[config.mk]
export PLATFORM = sky130hd
export DESIGN_NAME = if_fetch_pipe
export DESIGN_NICKNAME = d
export VERILOG_FILES = /design/src/rtl/if_fetch_pipe_pkg.sv /design/src/rtl/if_fetch_pipe_sat_counter.sv /design/src/rtl/if_fetch_pipe.sv
export SDC_FILE = /design/constraint.sdc
export NUM_CORES = 1
export LEC_CHECK = 0
export BUFFER_PORTS_ARGS = -buffer_cell sky130_fd_sc_hd__buf_2
export CORE_AREA = 3 3 143 145
export CTS_BUF_LIST = sky130_fd_sc_hd__clkbuf_2
export DETAILED_ROUTE_END_ITERATION = 6
export DIE_AREA = 0 0 146 148
export HOLD_SLACK_MARGIN = 0.08
export PLACE_DENSITY = 0.75
export SYNTH_ARGS = -nofsm -noshare
export SYNTH_HDL_FRONTEND = slang
export SYNTH_SLANG_ARGS = --single-unit
[constraint.sdc]
create_clock -name clk -period 2.2 [get_ports clk]
set_input_delay 0.33 -clock clk [delete_from_list [all_inputs] [get_ports clk]]
set_output_delay 0.33 -clock clk [all_outputs]
set_load 0.01 [all_outputs]
[src/rtl/if_fetch_pipe_pkg.sv]
// Shared definitions for the fetch pipeline: FSM state encoding and default
// reset PC / bubble instruction values.
package if_fetch_pipe_pkg;

    typedef enum logic [1:0] {
        FILL = 2'd0,
        RUN  = 2'd1,
        HOLD = 2'd2
    } fetch_state_e;

    localparam logic [31:0] PIPE_RESET_PC = 32'h0000_0000;
    localparam logic [31:0] PIPE_NOP_INST = 32'h0000_0000;

endpackage

[src/rtl/if_fetch_pipe_sat_counter.sv]
// Saturating event counter: increments on inc, sticks at all-ones, cleared by rst.
module sat_counter #(
    parameter int CNT_W = 16
) (
    input  logic             clk,
    input  logic             rst,
    input  logic             inc,
    output logic [CNT_W-1:0] count
);

    always_ff @(posedge clk) begin
        if (rst) begin
            count <= '0;
        end else if (inc && (count != {CNT_W{1'b1}})) begin
            count <= count + 1'b1;
        end
    end

endmodule

[src/rtl/if_fetch_pipe.sv]
// Fetch stage: PC register, 1-cycle synchronous imem interface, one-entry skid
// for the in-flight word, and the IF/ID register, driven by hazard stall/redirect.
module if_fetch_pipe
    import if_fetch_pipe_pkg::*;
#(
    parameter logic [31:0] RESET_PC = PIPE_RESET_PC,
    parameter logic [31:0] NOP_INST = PIPE_NOP_INST,
    parameter int          CNT_W    = 16
) (
    input  logic             clk,
    input  logic             rst,
    input  logic             pcw_ctrl,
    input  logic             if_id_reg_ctrl,
    input  logic             br_taken,
    input  logic [31:0]      br_target,
    output logic [31:0]      imem_addr,
    input  logic [31:0]      imem_rdata,
    output logic [31:0]      if_id_inst,
    output logic [31:0]      if_id_pc4,
    output logic             if_id_valid,
    output logic [CNT_W-1:0] stall_cnt,
    output logic [CNT_W-1:0] flush_cnt
);

    fetch_state_e state_q;
    logic [31:0]  pc_q;
    logic [31:0]  rsp_pc_q;
    logic         rsp_vld_q;
    logic [31:0]  skid_q;
    logic         advance;

    // A split request from the hazard unit must hold both PC and IF/ID.
    assign advance   = pcw_ctrl & if_id_reg_ctrl;
    assign imem_addr = pc_q;

    always_ff @(posedge clk) begin
        if (rst) begin
            state_q     <= FILL;
            pc_q        <= RESET_PC;
            rsp_pc_q    <= '0;
            rsp_vld_q   <= 1'b0;
            skid_q      <= '0;
            if_id_inst  <= NOP_INST;
            if_id_pc4   <= '0;
            if_id_valid <= 1'b0;
        end else if (br_taken) begin
            state_q     <= FILL;
            pc_q        <= {br_target[31:2], 2'b00};
            rsp_vld_q   <= 1'b0;
            skid_q      <= '0;
            if_id_inst  <= NOP_INST;
            if_id_pc4   <= '0;
            if_id_valid <= 1'b0;
        end else begin
            unique case (state_q)
                FILL: begin
                    if (advance) begin
                        rsp_pc_q    <= pc_q;
                        pc_q        <= pc_q + 32'd4;
                        rsp_vld_q   <= 1'b1;
                        if_id_inst  <= NOP_INST;
                        if_id_pc4   <= '0;
                        if_id_valid <= 1'b0;
                        state_q     <= RUN;
                    end
                end
                RUN: begin
                    if (advance) begin
                        if_id_inst  <= imem_rdata;
                        if_id_pc4   <= rsp_pc_q + 32'd4;
                        if_id_valid <= 1'b1;
                        rsp_pc_q    <= pc_q;
                        pc_q        <= pc_q + 32'd4;
                    end else begin
                        skid_q  <= imem_rdata;
                        state_q <= HOLD;
                    end
                end
                HOLD: begin
                    // imem keeps seeing pc_q while held, so its next word matches the new rsp_pc_q.
                    if (advance) begin
                        if_id_inst  <= skid_q;
                        if_id_pc4   <= rsp_pc_q + 32'd4;
                        if_id_valid <= 1'b1;
                        rsp_pc_q    <= pc_q;
                        pc_q        <= pc_q + 32'd4;
                        state_q     <= RUN;
                    end
                end
                default: state_q <= FILL;
            endcase
        end
    end

    sat_counter #(.CNT_W(CNT_W)) u_stall_cnt (
        .clk   (clk),
        .rst   (rst),
        .inc   (~advance & ~br_taken),
        .count (stall_cnt)
    );

    sat_counter #(.CNT_W(CNT_W)) u_flush_cnt (
        .clk   (clk),
        .rst   (rst),
        .inc   (br_taken),
        .count (flush_cnt)
    );

endmodule
==> results of run 1 <==
## worst paths after layout
check / startpoint / to / slack [ns] / depth (start not counted)
max: state_q[0] / imem_addr[6] / 0.1 / 8
min: imem_rdata[8] / skid_q[8] / 0.30 / 4
max reg2reg: state_q[0] / imem_addr[6] / 0.1 / 8
min reg2reg: if_id_pc4[13] / if_id_pc4[13] / 0.46 / 2
## cells by family after synthesis
logic type,count (synthesis),share of synthesized area [%]
compound gates,228,16.34
xor+xnor,72,7.307
fa+ha+maj,10,1.450
buf+inv,90,4.306
flops,189,43.85
mux,7,0.8265
other cells,1,0.04346
simple gates,467,25.88
## power by group
| part | internal [µW] | switching, µW | leakage (µW) |
|---|---|---|---|
| clock | 478 | 1330 | 0.000148 |
| combinational | 288 | 343 | 0.00256 |
| sequential | 3500 | 86.8 | 0.00153 |
| total | 4270 | 1760 | 0.00424 |
## cells in the final DEF, fill, tap and decap left out, types with 4 or more instances in the layout
cell type and instances:
inv_6 7, nor2b_1 4, clkinv_8 4, nor4_1 12, dlygate4sd3_1 75, a22oi_1 9
buf_4 24, nor2_1 73, a211oi_1 15, xor2_1 23, buf_2 191, nor3_1 16
nand2_1 222, o21ai_0 26, ha_1 9, a21oi_1 120, nand3_1 59, conb_1 4
dfxtp_1 187, nand2b_1 5, a22o_1 32, and4_1 14, nand4_1 20, o21bai_1 6
clkbuf_2 17, or3_1 4, mux2i_1 6, inv_1 12, and3_1 10, a311oi_1 5
and2_1 4, xnor2_1 49
## per-stage QoR
step	total power [µW]	area, µm²	hold WS (ns)
final	6027	10910	0.2982
after global routing	6317	10910	0.2112
after CTS	6092	10880	0.2164
after detailed placement	4154	9853	0.4352
after global placement	4145	9853	0.4291
after floorplan	3923	8641	0.4366
## registers in the layout (all words and copies together) (netlist names)
| name | count |
|---|---|
| rsp_pc_q | 30 |
| state_q | 2 |
| u_stall_cnt.count | 16 |
| if_id_inst | 32 |
| if_id_valid | 1 |
| imem_addr | 30 |
| u_flush_cnt.count | 16 |
| if_id_pc4 | 30 |
| skid_q | 32 |
## area by class of cell
type                       instances  area (µm²)  area share, %
clock buffer                      17       85.08         0.7801
tap                              265       331.6          3.040
timing repair buffer             295        1971          18.07
antenna                            2       5.005        0.04589
inverter                          13       48.80         0.4474
multi-input combinational        788        4497          41.23
clock inverter                    15       180.2          1.652
sequential                       189        3789          34.74
## routing by layer
metal,wire [µm],track usage (%)
met1,10410,28.52
met2,10790,33.98
met3,1580,4.537
met4,1037,11.05
met5,0,0
## worst max-delay path, stage by stage, from the launching register on
cell and delay [ns]:
dfxtp_4 0.42, ha_2 0.20, and4b_1 0.29, buf_6 0.13
nand3_1 0.09, xnor2_1 0.14, mux2i_1 0.13, nor2_1 0.06
dlygate4sd3_1 0.57
## repair_timing
action                     in CTS  in global routing
gates resized for setup         0                  7
hold buffers                   76                  0
hold endpoints to repair      163                  0
setup buffers                   0                  1
setup endpoints to repair       0                  7
==> flow_summary.toml, run 1 <==
[floorplan]
initial_utilization_pct = 44.63
rows = 51
die_area_um2 = 21610
die_w_um = 146
core_um2 = 19330
io_pins = 198
die_y_um = 148

[worst_setup_path]
worstPathMaxFanout = 6
critPathRequiredTime_ns = 2.87
arrival_ns = 2.77
end_kind = "register"
start_kind = "register"
path_class = "reg -> reg"

[sta]
worstMarginPinSlew_ns = 0.6284
final_hold_viol_count = 0
tns_ns = 0
worst_slack_ns = 0.09851
max_freq_ghz = 0.4759
fin_crit_sh_pct = 95.52
setup_viol = 0
slew_headroom_pct = 58.11
clock_skew_ns = 0.04231
drv_slew = 0
rsz0062_at_grt = "no"
period_needed_ns = 2.101

[logic_synthesis]
ys_types = 58
synth_most_common_cell = "nand2_1"
ys_warn_count = 0
yosysSeqAreaShare_pct = 43.85
synth_area_per_cell_um2 = 8.110
async_flop_share_pct = 0
netlist_top_cells_count = "nand2_1, dfxtp_1, a21oi_1"
synth_edf_count = 0
syn_area_um2 = 8630
yosysTopAreaCell = "dfxtp_1"
synth_top_area_share_pct = 43.85
synth_ff_type = "dfxtp_1"
ys_seq_elements = 189
synth_cells = 1064
synth_top_cells_by_area = "dfxtp_1, nand2_1, a21oi_1, xnor2_1, nand3_1"

[finish]
syn2layout_area_growth_pct = 26.39
fin_nets = 1383
fill_cells = 1785
utilization_pct = 56.41
drive_above_1_share_pct = 20.65
layoutNonFillerInstCount = 1584

[power]
p_per_area_nw_per_um2 = 552.6
leakage_uw = 0.004240
vdd_drop_max_uv = 297.0

[detailed_routing]
postRouteAntennaNets = 0
vias_per_cell = 5.331
drtPass1Iterations = 5
routedWlPerCell_um = 15.04
drc = 0
vias = 8444
drt-initial-drc-count = 550
wl_mm = 23.82

[place]
dpl_worst_slack_ns = 0.1981
place_congestion = 0.9365
dp.cells = 1473
dp.final_hpwl_mm = 15.79
io_buffer_count = 191

[status]
status = "finished clean"

[global_routing]
grt_max_degree = 96
first_global_vias = 7813
globalRouteTotalUtil_pct = 21.71
grt_pass1_wl_mm = 39.04
antenna_found_initial = 2
gr-total-overflow = 0

[clock_tree]
cts_buffers = 17
ctsRootBufferMaster = "clkbuf_2"
clk_pin_slew_ns = 0.30
cts.sinks = 189
htree_num_levels = 4
cts_buffer_depth = 2
cts_tree = "done"
clock_latency_ns = 0.78

[worst_hold_path]
hold_path_class = "in -> reg"

[flow_run]
drv_cap = 0
Power figures use the tool's default switching activity.
==> run 2, diff against run 1 <==
ABC_AREA = 1   (was not set)
CORE_AREA = 3 3 151 153   (was 3 3 143 145)
DIE_AREA = 0 0 154 156   (was 0 0 146 148)
PLACE_DENSITY = 0.74   (was 0.75)
==> run 2 against run 1 <==
Effect of this change:
- the flow now finishes with violations (negative setup slack)
- utilization decreased by 1.7 points
- count of clock-buffer cells in the layout unchanged
- non-clock buffer count decreased by 1
- maximum frequency decreased by 5.0%
- global-route usage increased by 2.0 points
- first-iteration DRC count increased by 58%
- synthesized cell count increased by 35%
- clock skew increased by 0.013 ns
- register-to-register slack improved by 0.07 ns
- highest routed layer unchanged
==> flow_summary.toml, run 2 <==
[sta]
period_needed_ns = 2.211
worstMarginPinSlew_ns = 0.5182
drv_slew = 0
fin_crit_sh_pct = 100.5
max_freq_ghz = 0.4522
slew_headroom_pct = 65.45
clock_skew_ns = 0.05572
rsz0062_at_grt = "yes"
worst_slack_ns = -0.01149
final_hold_viol_count = 0
setup_viol = 1

[clock_tree]
cts_setup_buffers = 0
cts_buffer_depth = 2
clock_latency_ns = 0.84
htree_num_levels = 4
cts_tree = "done"
cts.sinks = 189
clk_pin_slew_ns = 0.37
ctsRootBufferMaster = "clkbuf_2"
cts_buffers = 17

[status]
status = "finished, violations left"
violations = "negative setup slack"

[detailed_routing]
postRouteAntennaNets = 0
wl_mm = 29.18
vias = 10359
vias_per_cell = 5.245
drt-initial-drc-count = 871
routedWlPerCell_um = 14.77
drtPass1Iterations = 6
drc = 0

[logic_synthesis]
netlist_top_cells_count = "nand2_1, dfxtp_1, a21oi_1"
synth-simple-area-share_pct = 31.66
synth_top_cells_by_area = "dfxtp_1, nand2_1, a21oi_1, nand3_1, nor2_1"
async_flop_share_pct = 0
synth_area_per_cell_um2 = 6.693
ys_warn_count = 0
ys_seq_elements = 189
synth-xor-area-share_pct = 2.096
synth_edf_count = 0
yosysTopAreaCell = "dfxtp_1"
synth_most_common_cell = "nand2_1"
yosysSeqAreaShare_pct = 39.36
synth_ff_type = "dfxtp_1"
synth_cells = 1436
synth_compound_area_share_pct = 16.62
synth_top_area_share_pct = 39.36
muxShareOfSynthArea_pct = 0
synth_top_family_by_area = "simple AND/OR/NAND/NOR gates"
ys_types = 43
synth_adder_area_share_pct = 1.302
syn_area_um2 = 9612

[place]
dp.final_hpwl_mm = 20.41
dp.cells = 1866
io_buffer_count = 191
place_congestion = 0.9898
placed_cell_area_um2 = 10800
dpl_worst_slack_ns = 0.2611

[floorplan]
core_um2 = 21690
initial_utilization_pct = 44.32
die_w_um = 154
io_pins = 198
die_area_um2 = 24020
rows = 54
die_y_um = 156

[worst_setup_path]
arrival_ns = 2.97
critPathTopFamily = "buffers and inverters"
path_cells = "dlygate4sd3_1, buf_2, nand2_2, dlygate4sd3_1, nor2_4, nor2_2, buf_4, nand2_1, a31oi_1"
path_class = "in -> reg"
slowest_stage = "dlygate4sd3_1"
end_kind = "register"
cp.buffers_inverters = 4
start_kind = "input port"
critPathRequiredTime_ns = 2.96
crit_path_frequent_cell = "dlygate4sd3_1"
slowest_delay_ns = 0.66
worstPathMaxFanout = 19

[global_routing]
grt_pass1_wl_mm = 47.46
gr-total-overflow = 0
first_global_vias = 9645
grt_max_degree = 62
antenna_found_initial = 1
globalRouteTotalUtil_pct = 23.76

[finish]
design_area_um2 = 11860
top_regs = "if_id_inst (32), skid_q (32)"
layout_commonest_cell = "nand2_1"
layoutNonFillerInstCount = 1975
drive_above_1_share_pct = 17.59
final_cell_mix = "nand2_1, buf_2, dfxtp_1"
fin_nets = 1760
syn2layout_area_growth_pct = 23.43

[power]
p_per_area_nw_per_um2 = 544.2
leakage_uw = 0.004578
vdd_drop_max_uv = 284.0

[flow_run]
drv_cap = 0

[worst_hold_path]
hold_path_class = "in -> reg"
## run 2: cell types whose count changed after synthesis, moves of 41 or more
cell | previous run | this run
nand3_1 | 59 | 109
xnor2_1 | 49 | 8
o21ai_0 | 26 | 101
nor2_1 | 73 | 144
a21oi_1 | 120 | 161
nand2_1 | 222 | 377
inv_1 | 12 | 123
## run 2: area by class of cell
class | count | area, µm²
antenna | 1 | 2.502
clock buffer | 17 | 85.08
clock inverter | 15 | 209.0
fill | 2100 | 9824
inverter | 134 | 513.0
multi-input combinational | 1045 | 4989
sequential | 189 | 3784
tap | 280 | 350.3
timing repair buffer | 294 | 1932
## run 2: timing repair
| action | CTS | global route |
|---|---|---|
| endpoints found under the hold margin | 141 | 0 |
| resized for setup | 0 | 4 |
| setup endpoints to repair | 0 | 24 |
| hold buffers | 76 | 0 |
## run 2: cell families after synthesis
group | count (synthesis)
AOI/OAI and AO/OA | 303
xor gates and xnor gates | 23
adders and majority gates | 10
buffers and inverters | 205
DFF | 189
other | 1
and+or+nand+nor | 705
## run 2: through the flow
stage,TNS (ns),total power [µW],utilization (%),hold slack (ns)
after floorplan,0,4152,-,0.4245
after global placement,0,4434,49.80,0.4318
after detailed placement,0,4448,49.80,0.4385
after CTS,0,6517,54.67,0.2155
after global routing,-0.0008289,6773,54.70,0.2151
final,-0.01149,6456,54.70,0.2836
## run 2: final timing paths
kind	from	endpoint	slack, ns	depth (start not counted)
setup / recovery	if_id_reg_ctrl	imem_addr[5]	-0.01	9
hold / removal	imem_rdata[8]	skid_q[8]	0.28	4
setup reg to reg	state_q[0]	imem_addr[5]	0.17	6
hold reg to reg	skid_q[2]	skid_q[2]	0.46	2
## run 2: worst min-delay path, delay by kind of cell
family | cells | cell delay (ns)
buf+inv | 2 | 0.63
compound gates | 2 | 0.17
## run 2: report_power, final
| group | internal [µW] | switching, µW |
|---|---|---|
| Combinational | 334 | 532 |
| Sequential | 3530 | 110 |
| Clock | 446 | 1500 |
## run 2: per-layer routing
metal  wire, µm  global-route usage (%)
met4       1017                   9.924
met1      12270                   29.57
met2      14070                   41.14
met5          0                       0
met3       1814                   3.634
